### src/rtl/peb_datamux_if.sv
// Bus bundle between the TMS9900 CPU memory bus, the 16-to-8 data multiplexer
// and the 8-bit PEB expansion bus. The slave modport is the multiplexer itself;
// the master modport is the environment (CPU plus PEB cards).
interface peb_datamux_if;
    // CPU side
    logic [0:14] cpu_a;
    logic [0:15] cpu_d;
    logic [0:15] cpu_q;
    logic        cpu_q_select;
    logic        cpu_memen;
    logic        cpu_we;
    logic        cpu_ready;
    // PEB side
    logic [0:15] peb_a;
    logic [0:7]  peb_d;
    logic [0:7]  peb_q;
    logic        peb_q_select;
    logic        peb_memen;
    logic        peb_we;
    logic        peb_ready;

    modport master (
        output cpu_a, cpu_d, cpu_memen, cpu_we,
        output peb_q, peb_q_select, peb_ready,
        input  cpu_q, cpu_q_select, cpu_ready,
        input  peb_a, peb_d, peb_memen, peb_we
    );

    modport slave (
        input  cpu_a, cpu_d, cpu_memen, cpu_we,
        input  peb_q, peb_q_select, peb_ready,
        output cpu_q, cpu_q_select, cpu_ready,
        output peb_a, peb_d, peb_memen, peb_we
    );
endinterface

### src/rtl/peb_datamux.sv
// 16-to-8-bit data multiplexer between the TMS9900 CPU bus and the PEB bus.
// A CPU word access is split into two PEB byte accesses (odd byte first, then
// even byte), each followed by a wait phase of at least WAIT_STATES cycles that
// the card can stretch with peb_ready. Read bytes are assembled into cpu_q and
// cpu_ready pulses for one cycle when the word is done. All outputs are flops.
module peb_datamux #(
    parameter int unsigned WAIT_STATES = 4,
    parameter logic [7:0]  FLOAT_BYTE  = 8'hFF
) (
    input  logic          clk,
    input  logic          reset,
    peb_datamux_if.slave  bus
);

    typedef enum logic [2:0] {
        ST_IDLE      = 3'd0,
        ST_ODD_ACC   = 3'd1,
        ST_ODD_WAIT  = 3'd2,
        ST_EVEN_ACC  = 3'd3,
        ST_EVEN_WAIT = 3'd4,
        ST_DONE      = 3'd5,
        ST_HOLD      = 3'd6
    } state_e;

    // Counter load value; legal WAIT_STATES range 1..15 fits in four bits.
    localparam logic [3:0] WAIT_LOAD = 4'(WAIT_STATES);

    state_e      state_d,        state_q;
    logic [3:0]  cnt_d,          cnt_q;
    logic [0:14] a_d,            a_q;
    logic [0:15] d_d,            d_q;
    logic        we_d,           we_q;
    logic [0:7]  lo_d,           lo_q;
    logic        lo_sel_d,       lo_sel_q;
    logic [0:15] cpu_q_d,        cpu_q_q;
    logic        cpu_q_select_d, cpu_q_select_q;
    logic        cpu_ready_d,    cpu_ready_q;
    logic [0:15] peb_a_d,        peb_a_q;
    logic [0:7]  peb_d_d,        peb_d_q;
    logic        peb_memen_d,    peb_memen_q;
    logic        peb_we_d,       peb_we_q;

    logic        wait_done_s;
    logic [3:0]  cnt_dec_s;
    logic [0:7]  rd_byte_s;

    // Wait-phase exit test, saturating counter decrement and floating-bus read byte.
    always_comb begin
        wait_done_s = (cnt_q <= 4'd1) && bus.peb_ready;
        if (cnt_q == 4'd0) begin
            cnt_dec_s = 4'd0;
        end else begin
            cnt_dec_s = cnt_q - 4'd1;
        end
        if (bus.peb_q_select) begin
            rd_byte_s = bus.peb_q;
        end else begin
            rd_byte_s = FLOAT_BYTE;
        end
    end

    // Next-state and next-output logic; outputs are computed one cycle ahead so
    // that every bus output comes straight from a flop.
    always_comb begin
        state_d        = state_q;
        cnt_d          = cnt_q;
        a_d            = a_q;
        d_d            = d_q;
        we_d           = we_q;
        lo_d           = lo_q;
        lo_sel_d       = lo_sel_q;
        cpu_q_d        = cpu_q_q;
        cpu_q_select_d = cpu_q_select_q;
        cpu_ready_d    = 1'b0;
        peb_a_d        = peb_a_q;
        peb_d_d        = peb_d_q;
        peb_memen_d    = 1'b0;
        peb_we_d       = 1'b0;

        case (state_q)
            ST_IDLE: begin
                if (bus.cpu_memen) begin
                    // Capture the whole request so later CPU bus changes are ignored.
                    a_d         = bus.cpu_a;
                    d_d         = bus.cpu_d;
                    we_d        = bus.cpu_we;
                    peb_a_d     = {bus.cpu_a, 1'b1};
                    peb_d_d     = bus.cpu_d[8:15];
                    peb_memen_d = 1'b1;
                    peb_we_d    = bus.cpu_we;
                    state_d     = ST_ODD_ACC;
                end else begin
                    state_d = ST_IDLE;
                end
            end

            ST_ODD_ACC: begin
                cnt_d   = WAIT_LOAD;
                state_d = ST_ODD_WAIT;
            end

            ST_ODD_WAIT: begin
                if (wait_done_s) begin
                    if (!we_q) begin
                        lo_d     = rd_byte_s;
                        lo_sel_d = bus.peb_q_select;
                    end else begin
                        lo_d     = lo_q;
                        lo_sel_d = lo_sel_q;
                    end
                    peb_a_d     = {a_q, 1'b0};
                    peb_d_d     = d_q[0:7];
                    peb_memen_d = 1'b1;
                    peb_we_d    = we_q;
                    state_d     = ST_EVEN_ACC;
                end else begin
                    cnt_d = cnt_dec_s;
                end
            end

            ST_EVEN_ACC: begin
                cnt_d   = WAIT_LOAD;
                state_d = ST_EVEN_WAIT;
            end

            ST_EVEN_WAIT: begin
                if (wait_done_s) begin
                    // The even byte goes straight into the upper half of the word.
                    if (!we_q) begin
                        cpu_q_d        = {rd_byte_s, lo_q};
                        cpu_q_select_d = bus.peb_q_select | lo_sel_q;
                    end else begin
                        cpu_q_d        = cpu_q_q;
                        cpu_q_select_d = cpu_q_select_q;
                    end
                    cpu_ready_d = 1'b1;
                    state_d     = ST_DONE;
                end else begin
                    cnt_d = cnt_dec_s;
                end
            end

            ST_DONE: begin
                state_d = ST_HOLD;
            end

            ST_HOLD: begin
                // One transaction per memen assertion: wait for the CPU to let go.
                if (!bus.cpu_memen) begin
                    state_d = ST_IDLE;
                end else begin
                    state_d = ST_HOLD;
                end
            end

            default: begin
                state_d = ST_IDLE;
            end
        endcase
    end

    // State and output registers with synchronous reset taking priority.
    always_ff @(posedge clk) begin
        if (reset) begin
            state_q        <= ST_IDLE;
            cnt_q          <= 4'd0;
            a_q            <= 15'd0;
            d_q            <= 16'd0;
            we_q           <= 1'b0;
            lo_q           <= 8'd0;
            lo_sel_q       <= 1'b0;
            cpu_q_q        <= 16'd0;
            cpu_q_select_q <= 1'b0;
            cpu_ready_q    <= 1'b0;
            peb_a_q        <= 16'd0;
            peb_d_q        <= 8'd0;
            peb_memen_q    <= 1'b0;
            peb_we_q       <= 1'b0;
        end else begin
            state_q        <= state_d;
            cnt_q          <= cnt_d;
            a_q            <= a_d;
            d_q            <= d_d;
            we_q           <= we_d;
            lo_q           <= lo_d;
            lo_sel_q       <= lo_sel_d;
            cpu_q_q        <= cpu_q_d;
            cpu_q_select_q <= cpu_q_select_d;
            cpu_ready_q    <= cpu_ready_d;
            peb_a_q        <= peb_a_d;
            peb_d_q        <= peb_d_d;
            peb_memen_q    <= peb_memen_d;
            peb_we_q       <= peb_we_d;
        end
    end

    assign bus.cpu_q        = cpu_q_q;
    assign bus.cpu_q_select = cpu_q_select_q;
    assign bus.cpu_ready    = cpu_ready_q;
    assign bus.peb_a        = peb_a_q;
    assign bus.peb_d        = peb_d_q;
    assign bus.peb_memen    = peb_memen_q;
    assign bus.peb_we       = peb_we_q;

endmodule

### src/flat_wrapper.sv
// flat-port wrapper written by rule: the top's interface ports become plain ports
module peb_datamux_flat 
#(
    parameter int unsigned WAIT_STATES = 4,
    parameter logic [7:0]  FLOAT_BYTE  = 8'hFF
)
  (clk, reset, bus_cpu_a, bus_cpu_d, bus_cpu_memen, bus_cpu_we, bus_peb_q, bus_peb_q_select, bus_peb_ready, bus_cpu_q, bus_cpu_q_select, bus_cpu_ready, bus_peb_a, bus_peb_d, bus_peb_memen, bus_peb_we);
  peb_datamux_if bus_i ();
  input  logic clk;
  input  logic reset;
  input wire logic [$bits(bus_i.cpu_a)-1:0] bus_cpu_a;
  input wire logic [$bits(bus_i.cpu_d)-1:0] bus_cpu_d;
  input wire logic [$bits(bus_i.cpu_memen)-1:0] bus_cpu_memen;
  input wire logic [$bits(bus_i.cpu_we)-1:0] bus_cpu_we;
  input wire logic [$bits(bus_i.peb_q)-1:0] bus_peb_q;
  input wire logic [$bits(bus_i.peb_q_select)-1:0] bus_peb_q_select;
  input wire logic [$bits(bus_i.peb_ready)-1:0] bus_peb_ready;
  output wire logic [$bits(bus_i.cpu_q)-1:0] bus_cpu_q;
  output wire logic [$bits(bus_i.cpu_q_select)-1:0] bus_cpu_q_select;
  output wire logic [$bits(bus_i.cpu_ready)-1:0] bus_cpu_ready;
  output wire logic [$bits(bus_i.peb_a)-1:0] bus_peb_a;
  output wire logic [$bits(bus_i.peb_d)-1:0] bus_peb_d;
  output wire logic [$bits(bus_i.peb_memen)-1:0] bus_peb_memen;
  output wire logic [$bits(bus_i.peb_we)-1:0] bus_peb_we;
  assign bus_i.cpu_a = bus_cpu_a;
  assign bus_i.cpu_d = bus_cpu_d;
  assign bus_i.cpu_memen = bus_cpu_memen;
  assign bus_i.cpu_we = bus_cpu_we;
  assign bus_i.peb_q = bus_peb_q;
  assign bus_i.peb_q_select = bus_peb_q_select;
  assign bus_i.peb_ready = bus_peb_ready;
  assign bus_cpu_q = bus_i.cpu_q;
  assign bus_cpu_q_select = bus_i.cpu_q_select;
  assign bus_cpu_ready = bus_i.cpu_ready;
  assign bus_peb_a = bus_i.peb_a;
  assign bus_peb_d = bus_i.peb_d;
  assign bus_peb_memen = bus_i.peb_memen;
  assign bus_peb_we = bus_i.peb_we;
  peb_datamux #(.WAIT_STATES(WAIT_STATES), .FLOAT_BYTE(FLOAT_BYTE)) u_core (.clk(clk), .reset(reset), .bus(bus_i));
endmodule
### config.mk
export PLATFORM = sky130hd
export DESIGN_NAME = peb_datamux_flat
export DESIGN_NICKNAME = d
export VERILOG_FILES = /design/src/rtl/peb_datamux_if.sv /design/src/rtl/peb_datamux.sv /design/src/flat_wrapper.sv
export SDC_FILE = /design/constraint.sdc
export NUM_CORES = 1
export LEC_CHECK = 0
export ABC_AREA = 1
export CELL_PAD_IN_SITES_DETAIL_PLACEMENT = 1
export CELL_PAD_IN_SITES_GLOBAL_PLACEMENT = 1
export CORE_MARGIN = 3
export CORE_UTILIZATION = 35
export DETAILED_ROUTE_END_ITERATION = 7
export PLACE_DENSITY_LB_ADDON = 0.1
export SYNTH_ARGS = -nofsm -noshare
export SYNTH_HDL_FRONTEND = slang
export SYNTH_SLANG_ARGS = --single-unit
### constraint.sdc
create_clock -name clk -period 1.86 [get_ports clk]
set_clock_uncertainty 0.15 [all_clocks]
set_input_delay 0.372 -clock clk [delete_from_list [all_inputs] [get_ports clk]]
set_output_delay 0.372 -clock clk [all_outputs]
set_load 0.05 [all_outputs]
==> results of run 1 <==
[logic make-up (layout without fill, tap and decap cells)]
family / Yosys count / in the layout / share of synthesized area
simple gates: 289 / 289 / 0.330
flops: 84 / 84 / 0.448
buf+inv: 109 / 201 / 0.124
compound gates: 73 / 73 / 0.0986
[registers in the layout (all words and copies together) (netlist names)]
signal                   flops
u_core.bus.cpu_q            16
u_core.bus.peb_a            16
u_core.a_q                  15
u_core.bus.peb_d             8
u_core.d_q                   8
u_core.lo_q                  8
u_core.cnt_q                 4
u_core.state_q               3
u_core.bus.cpu_q_select      1
u_core.bus.cpu_ready         1
u_core.bus.peb_memen         1
u_core.bus.peb_we            1
u_core.lo_sel_q              1
u_core.we_q                  1
[metrics by stage]
step | utilization | instance area [sq um] | setup WS, ns
2_1_floorplan | - | 3760 | 0.450
3_3_place_gp | 0.459 | 4760 | -0.0482
3_5_place_dp | 0.459 | 4760 | -0.0858
4_1_cts | 0.483 | 5010 | 0.185
5_1_grt | 0.483 | 5010 | 0.0315
6_report | 0.483 | 5010 | 0.213
[how the worst max path moves through the flow]
stage                                   start                                end  depth (start not counted)
2_1_floorplan    u_core.cnt_q[3]$_SDFFE_PP0P_        u_core.lo_q[0]$_SDFFE_PP0P_                          7
3_3_place_gp                    bus_peb_ready   u_core.bus.peb_d[3]$_SDFFE_PP0P_                          7
3_5_place_dp                    bus_peb_ready        u_core.lo_q[7]$_SDFFE_PP0P_                          8
4_1_cts        u_core.state_q[0]$_SDFFE_PP0P_  u_core.bus.peb_a[13]$_SDFFE_PP0P_                          9
5_1_grt        u_core.state_q[0]$_SDFFE_PP0P_       u_core.cnt_q[1]$_SDFFE_PP0P_                          7
6_report       u_core.state_q[2]$_SDFFE_PP0P_  u_core.bus.peb_a[13]$_SDFFE_PP0P_                          9
[worst max-delay path, stage by stage, from the launching register on]
cell and delay (ns):
dfxtp_1 0.39, inv_2 0.08, nand3_2 0.11, buf_12 0.21
inv_2 0.10, nand2_2 0.10, buf_12 0.17, nand3_1 0.09
nand2_1 0.08, nor2_1 0.04
[layer usage]
| layer | up-vias | track usage |
|---|---|---|
| met1 | 1698 | 0.225 |
| met2 | 48 | 0.306 |
| met3 | 14 | 0.0464 |
| met4 | 2 | 0.0695 |
| li1 | 1871 | - |
| met5 | - | 0 |
[cell usage in the layout (no fill, tap or decap), drive strengths merged, types with 2 or more instances in the layout]
master and count:
bufinv 3, inv 79, a21oi 25, nor3 2, o21ai 46, nand3 49
clkinv 3, buf 61, nand2 114, clkdlybuf4s50 44, nor2 124, dfxtp 84
clkbuf 10
[power breakdown]
group / internal, W / switching, W / total, W / leakage [nW]
logic: 0.000649 / 0.00116 / 0.00181 / 1.57
registers: 0.00204 / 0.000132 / 0.00217 / 0.689
clock network: 0.000928 / 0.000684 / 0.00161 / 0.122
total: 0.00362 / 0.00198 / 0.00560 / 2.38
[cell type report]
cell class / instances / area [sq um] / share of cell area
multi-input cells: 362 / 1610 / 0.321
clock inverters: 6 / 111 / 0.0222
well taps: 136 / 170 / 0.0340
flip-flops and latches: 84 / 1680 / 0.336
repair buffers: 105 / 998 / 0.199
inverters: 80 / 300 / 0.0599
clock buffers: 10 / 138 / 0.0275
==> qor.tcl, run 1 <==
set qor(synthMostInstantiatedCell) {nor2_1}
set qor(clock.fmax_mhz) 607
set qor(critical_path.reg2reg.startpoint) {u_core.state_q[2]$_SDFFE_PP0P_}
set qor(drt-wirelength-per-cell_um) 12.8
set qor(start_point_of_the_worst_min_delay_path) {u_core.d_q[7]$_SDFFE_PP0P_}
set qor(criticalPathCategory) {flip-flop to flip-flop}
set qor(synth_top_flop_cell) {dfxtp_1}
set qor(die_y_um) 110
set qor(leakagePower_nw) 2.38
set qor(whs_ns) 0.299
set qor(synthCells) 555
set qor(core_outline_area_sq_um) 10400
set qor(routabilityCongestion) 0.740
set qor(reg2reg_setup_slack_ns) 0.21
set qor(wirelength_met1_um) 4480
set qor(worst-path-max-fanout) 44
set qor(drt_pre_antenna_iters) 4
set qor(critical_path_arrival_ns) 1.76
set qor(count_of_cells_along_the_worst_hold_path) 2
set qor(regToRegEndpoint) {u_core.bus.peb_a[13]$_SDFFE_PP0P_}
set qor(final-hold-violation-count) 0
set qor(p_per_area_nw_per_um2) 1120
set qor(finalNonFillerCells) 783
set qor(synth.cells.most_frequent) {nor2_1, nand2_1, dfxtp_1, inv_1}
set qor(min_to) {u_core.d_q[7]$_SDFFE_PP0P_}
set qor(drv_cap) 0
set qor(post_cts_resized) 0
set qor(worstSkewPairLatency_ns) 0.37
set qor(setup_viol) 0
set qor(period_share) 0.886
set qor(timing.final.crit_period_ns) 1.65
set qor(wl_met3_um) 386
set qor(p_r_area_growth_vs_syn_pct) 33.3
set qor(grt-ovfl-total) 0
set qor(number_of_buffers_inserted_by_hold_repair_at_cts) 0
set qor(detailedPlacementHpwl_um) 7230
set qor(synth_warnings) 0
set qor(finalNetCount) 687
set qor(relSlewSlack) 0.803
set qor(first_global_vias) 3603
set qor(post_synth_instance_area_sq_um) 3760
set qor(vdd_drop_max_v) 0.000421
set qor(ctsRootBufferMaster) {clkbuf_8}
set qor(setup.worst_path.end_class) {flip-flop}
set qor(synth_seq_area_share) 0.448
set qor(post-synth-top-area-fraction) 0.448
set qor(top_signal_layer_used) {met5}
set qor(max_slew.worst_pin.slew_ns) 0.295
set qor(clock_tree_from_tritoncts) {done}
set qor(cts.sink_count) 84
set qor(routed-via-count) 3633
set qor(outcome) {finished clean}
set qor(drt_drc_violations_left) 0
set qor(final.fill_count) 1357
set qor(synth_top_area_cell) {dfxtp_1}
set qor(largest_net_degree_at_the_start_of_global_routing) 45
set qor(synth.lib_cells_used.distinct) 24
set qor(holdCritPathClass) {flip-flop to flip-flop}
set qor(die-width_um) 110
set qor(grt_setup_unrepaired) {false}
set qor(postSynth.asyncResetShare) 0
set qor(io_buffer_count) 88
set qor(setup-tns-final_ns) 0
set qor(floorplan.io_pins) 89
set qor(route.detailed.vias_per_inst) 4.64
set qor(ant_cells) 0
set qor(start_util) 0.362
set qor(post_synthesis_net_count) 600
set qor(grt_first_pass_wirelength_um) 17000
set qor(ys_seq_elements) 84
set qor(grt_antenna_before_repair) 1
set qor(final-max-slew-violation-count) 0
set qor(synth-edff-count) 0
set qor(cts_buffers) 9
set qor(layout-drive-gt1-share) 0.159
set qor(dr.first_iter.drc_count) 87
set qor(reg2reg_depth) 9
set qor(cp-start-kind) {flip-flop}
set qor(cts_buffer_depth) 2
set qor(wl_um) 10000
set qor(fp-row-count) 37
set qor(drt.antenna.violating_nets) 0
set qor(clkTransAtPathRegs_ns) 0.08
set qor(post-layout-total-power_w) 0.00560
set qor(yosys-top-cells-area) {dfxtp_1, nor2_1, nand2_1}
set qor(worstPathRequired_ns) 1.98
set qor(dp.cells) 767
set qor(cts_max_level) 3
set qor(post-cts-setup-buffer-count) 0
set qor(met2_wirelength_um) 5010
set qor(syn-mean-instance-area_sq_um) 6.77
set qor(die_area_sq_um) 12000
set qor(grt_util_all_layers) 0.183
No activity file was read; power rests on OpenSTA's default activity.
==> inputs of run 2 (changes only) <==
==> constraint.sdc (replaced) <==
create_clock -name clk -period 1.7 [get_ports clk]
set_clock_uncertainty 0.15 [all_clocks]
set_input_delay 0.34 -clock clk [delete_from_list [all_inputs] [get_ports clk]]
set_output_delay 0.34 -clock clk [all_outputs]
set_load 0.05 [all_outputs]
==> run 2 against run 1 <==
Combinational power up 28%. Global-route usage up 0.55 points. Final area up 11%. Register-to-register slack worse by 0.10 ns. Clock power up 7%. Critical path depth down 1. Setup slack worse by 0.10 ns. Highest routed layer is now met4. Hold slack better by 0.00094 ns. Sequential share of layout area down 3.4 points. Largest power group unchanged. Critical path type unchanged. Flip-flop and latch count unchanged. Wire length up 7.8%.
==> qor.tcl, run 2 (synthesized netlist as in run 1, its figures left out) <==
set qor(outcome) {finished clean}
set qor(power.sequential.fraction) 0.377 ;# -0.011
set qor(io_buffer_count) 88 ;# unchanged
set qor(clock.fmax_mhz) 629 ;# +3.6%
set qor(post-cts-setup-buffer-count) 0 ;# unchanged
set qor(detailedPlacementHpwl_um) 7870 ;# +8.9%
set qor(period_share) 0.935 ;# +0.0498
set qor(final-hold-violation-count) 0 ;# unchanged
set qor(drt_pre_antenna_iters) 4 ;# unchanged
set qor(ant_cells) 0 ;# unchanged
set qor(criticalPathCategory) {flip-flop to flip-flop}
set qor(vdd_drop_max_v) 0.000480 ;# +14%
set qor(grt_setup_unrepaired) {true}
set qor(route.detailed.vias_per_inst) 4.71 ;# +1.4%
set qor(cts.sink_count) 84 ;# unchanged
set qor(worst-path-max-fanout) 15 ;# -66%
set qor(core_outline_area_sq_um) 10400 ;# unchanged
set qor(post_cts_resized) 0 ;# unchanged
set qor(cts_buffers) 9 ;# unchanged
set qor(routabilityCongestion) 0.741 ;# +0.12%
set qor(layout.cells.most_common) {nor2_1}
set qor(number_of_buffers_inserted_by_hold_repair_at_cts) 0 ;# unchanged
set qor(setup_viol) 0 ;# unchanged
set qor(grt_first_pass_wirelength_um) 17700 ;# +4.1%
set qor(commonest_cells_after_routing_fill_and_taps_aside) {nor2_1, nand2_1, dfxtp_1}
set qor(swShare) 0.344 ;# -0.00924
set qor(worstPathRequired_ns) 1.84 ;# -0.14 ns
set qor(routed-via-count) 3704 ;# +2.0%
set qor(post-layout-total-power_w) 0.00650 ;# +16%
set qor(wl_um) 10800 ;# +7.8%
set qor(p_r_area_growth_vs_syn_pct) 48.6
set qor(final-max-slew-violation-count) 0 ;# unchanged
set qor(ctsRootBufferMaster) {clkbuf_8}
set qor(power_internal_w) 0.00426 ;# +18%
set qor(die_area_sq_um) 12000 ;# unchanged
set qor(timing.final.crit_period_ns) 1.59 ;# -0.0571 ns
set qor(grt-ovfl-total) 0 ;# unchanged
set qor(die_y_um) 110 ;# unchanged
set qor(setup.worst_path.end_class) {flip-flop}
set qor(grt_util_all_layers) 0.188 ;# +0.00550
set qor(dp.cells) 772 ;# +0.65%
set qor(holdCritPathClass) {flip-flop to flip-flop}
set qor(leakagePower_nw) 2.54 ;# +6.6%
set qor(p_per_area_nw_per_um2) 1160 ;# +4.2%
set qor(power_frac_comb) 0.358 ;# +0.034
set qor(die-width_um) 110 ;# unchanged
set qor(switchingPower_w) 0.00224 ;# +13%
set qor(floorplan.io_pins) 89 ;# unchanged
set qor(layout-drive-gt1-share) 0.167 ;# +0.00824
set qor(drv_cap) 0 ;# unchanged
set qor(first_global_vias) 3744 ;# +3.9%
set qor(fp-row-count) 37 ;# unchanged
set qor(grt_antenna_before_repair) 0 ;# -1
set qor(clock_tree_from_tritoncts) {done}
set qor(relSlewSlack) 0.792 ;# -0.0115
set qor(finalNetCount) 692 ;# +0.73%
set qor(clkTransAtPathRegs_ns) 0.08 ;# about the same
set qor(cp-start-kind) {flip-flop}
set qor(setup-tns-final_ns) 0 ;# unchanged
set qor(dr.first_iter.drc_count) 62 ;# -29%
set qor(largest_net_degree_at_the_start_of_global_routing) 45 ;# unchanged
set qor(max_slew.worst_pin.slew_ns) 0.312 ;# +0.0173 ns
set qor(critical_path_arrival_ns) 1.73 ;# -0.03 ns
set qor(finalNonFillerCells) 787 ;# +0.51%
set qor(power_frac_clock) 0.265 ;# -0.023
set qor(cts_max_level) 3 ;# unchanged
set qor(drt_drc_violations_left) 0 ;# unchanged
set qor(worstSkewPairLatency_ns) 0.35 ;# -0.02 ns
set qor(drt-wirelength-per-cell_um) 13.8 ;# +7.2%
set qor(start_util) 0.362 ;# unchanged
set qor(cts_buffer_depth) 2 ;# unchanged
set qor(drt.antenna.violating_nets) 0 ;# unchanged
==> run 2: cell count changes in the layout (fill, tap and decap cells not counted), sizes merged <==
cell,before,now
clkinvlp,1,0
buf,61,66
==> run 2: layout make-up <==
| cell class | count | area (sq um) |
|---|---|---|
| Sequential cell | 84 | 1680 |
| Fill cell | 1285 | 4790 |
| Clock buffer | 10 | 138 |
| Multi-Input combinational cell | 362 | 1620 |
| Clock inverter | 5 | 100 |
| Timing Repair Buffer | 110 | 1580 |
| Tap cell | 136 | 170 |
| Inverter | 80 | 300 |
==> run 2: routing by layer <==
| metal | vias to the layer above | track usage | share of wire |
|---|---|---|---|
| met5 | - | 0 | 0 |
| met4 | 0 | 0.0739 | 0.016 |
| met3 | 13 | 0.0317 | 0.033 |
| met2 | 63 | 0.331 | 0.51 |
| met1 | 1748 | 0.227 | 0.44 |
| li1 | 1880 | - | - |
==> run 2: power by group through the flow <==
stage,logic [W],clock network [W],registers [W]
5_1_grt,0.00255,0.00186,0.00248
3_3_place_gp,0.00226,0,0.00248
2_1_floorplan,0.000895,0,0.00285
6_report,0.00232,0.00172,0.00245
3_5_place_dp,0.00233,0,0.00250
4_1_cts,0.00235,0.00177,0.00245
==> run 2: critical path, stage by stage, from the launching register on <==
cell and delay, ns:
dfxtp_1 0.35, inv_2 0.11, nand3_2 0.21, inv_2 0.18, nand2_2 0.12, buf_12 0.17
nand3_1 0.08, nand2_1 0.07, nor2_1 0.10
==> run 2: final timing paths <==
kind	start	end	slack [ns]	cells past startpoint
max	u_core.state_q[2]$_SDFFE_PP0P_	u_core.bus.peb_d[2]$_SDFFE_PP0P_	0.11	8
min	u_core.a_q[12]$_SDFFE_PP0P_	u_core.a_q[12]$_SDFFE_PP0P_	0.30	2
max reg2reg	u_core.state_q[2]$_SDFFE_PP0P_	u_core.bus.peb_d[2]$_SDFFE_PP0P_	0.11	8
min reg2reg	u_core.a_q[12]$_SDFFE_PP0P_	u_core.a_q[12]$_SDFFE_PP0P_	0.30	2
==> run 2: per-stage QoR <==
step	setup slack [ns]	hold WS [ns]	area, sq um	util
after floorplan	0.290	0.274	3760	-
after global placement	-0.166	0.281	5340	0.515
after detailed placement	-0.216	0.290	5340	0.515
after CTS	0.0605	0.303	5570	0.538
after global routing	-0.00950	0.320	5580	0.538
final	0.110	0.300	5580	0.538
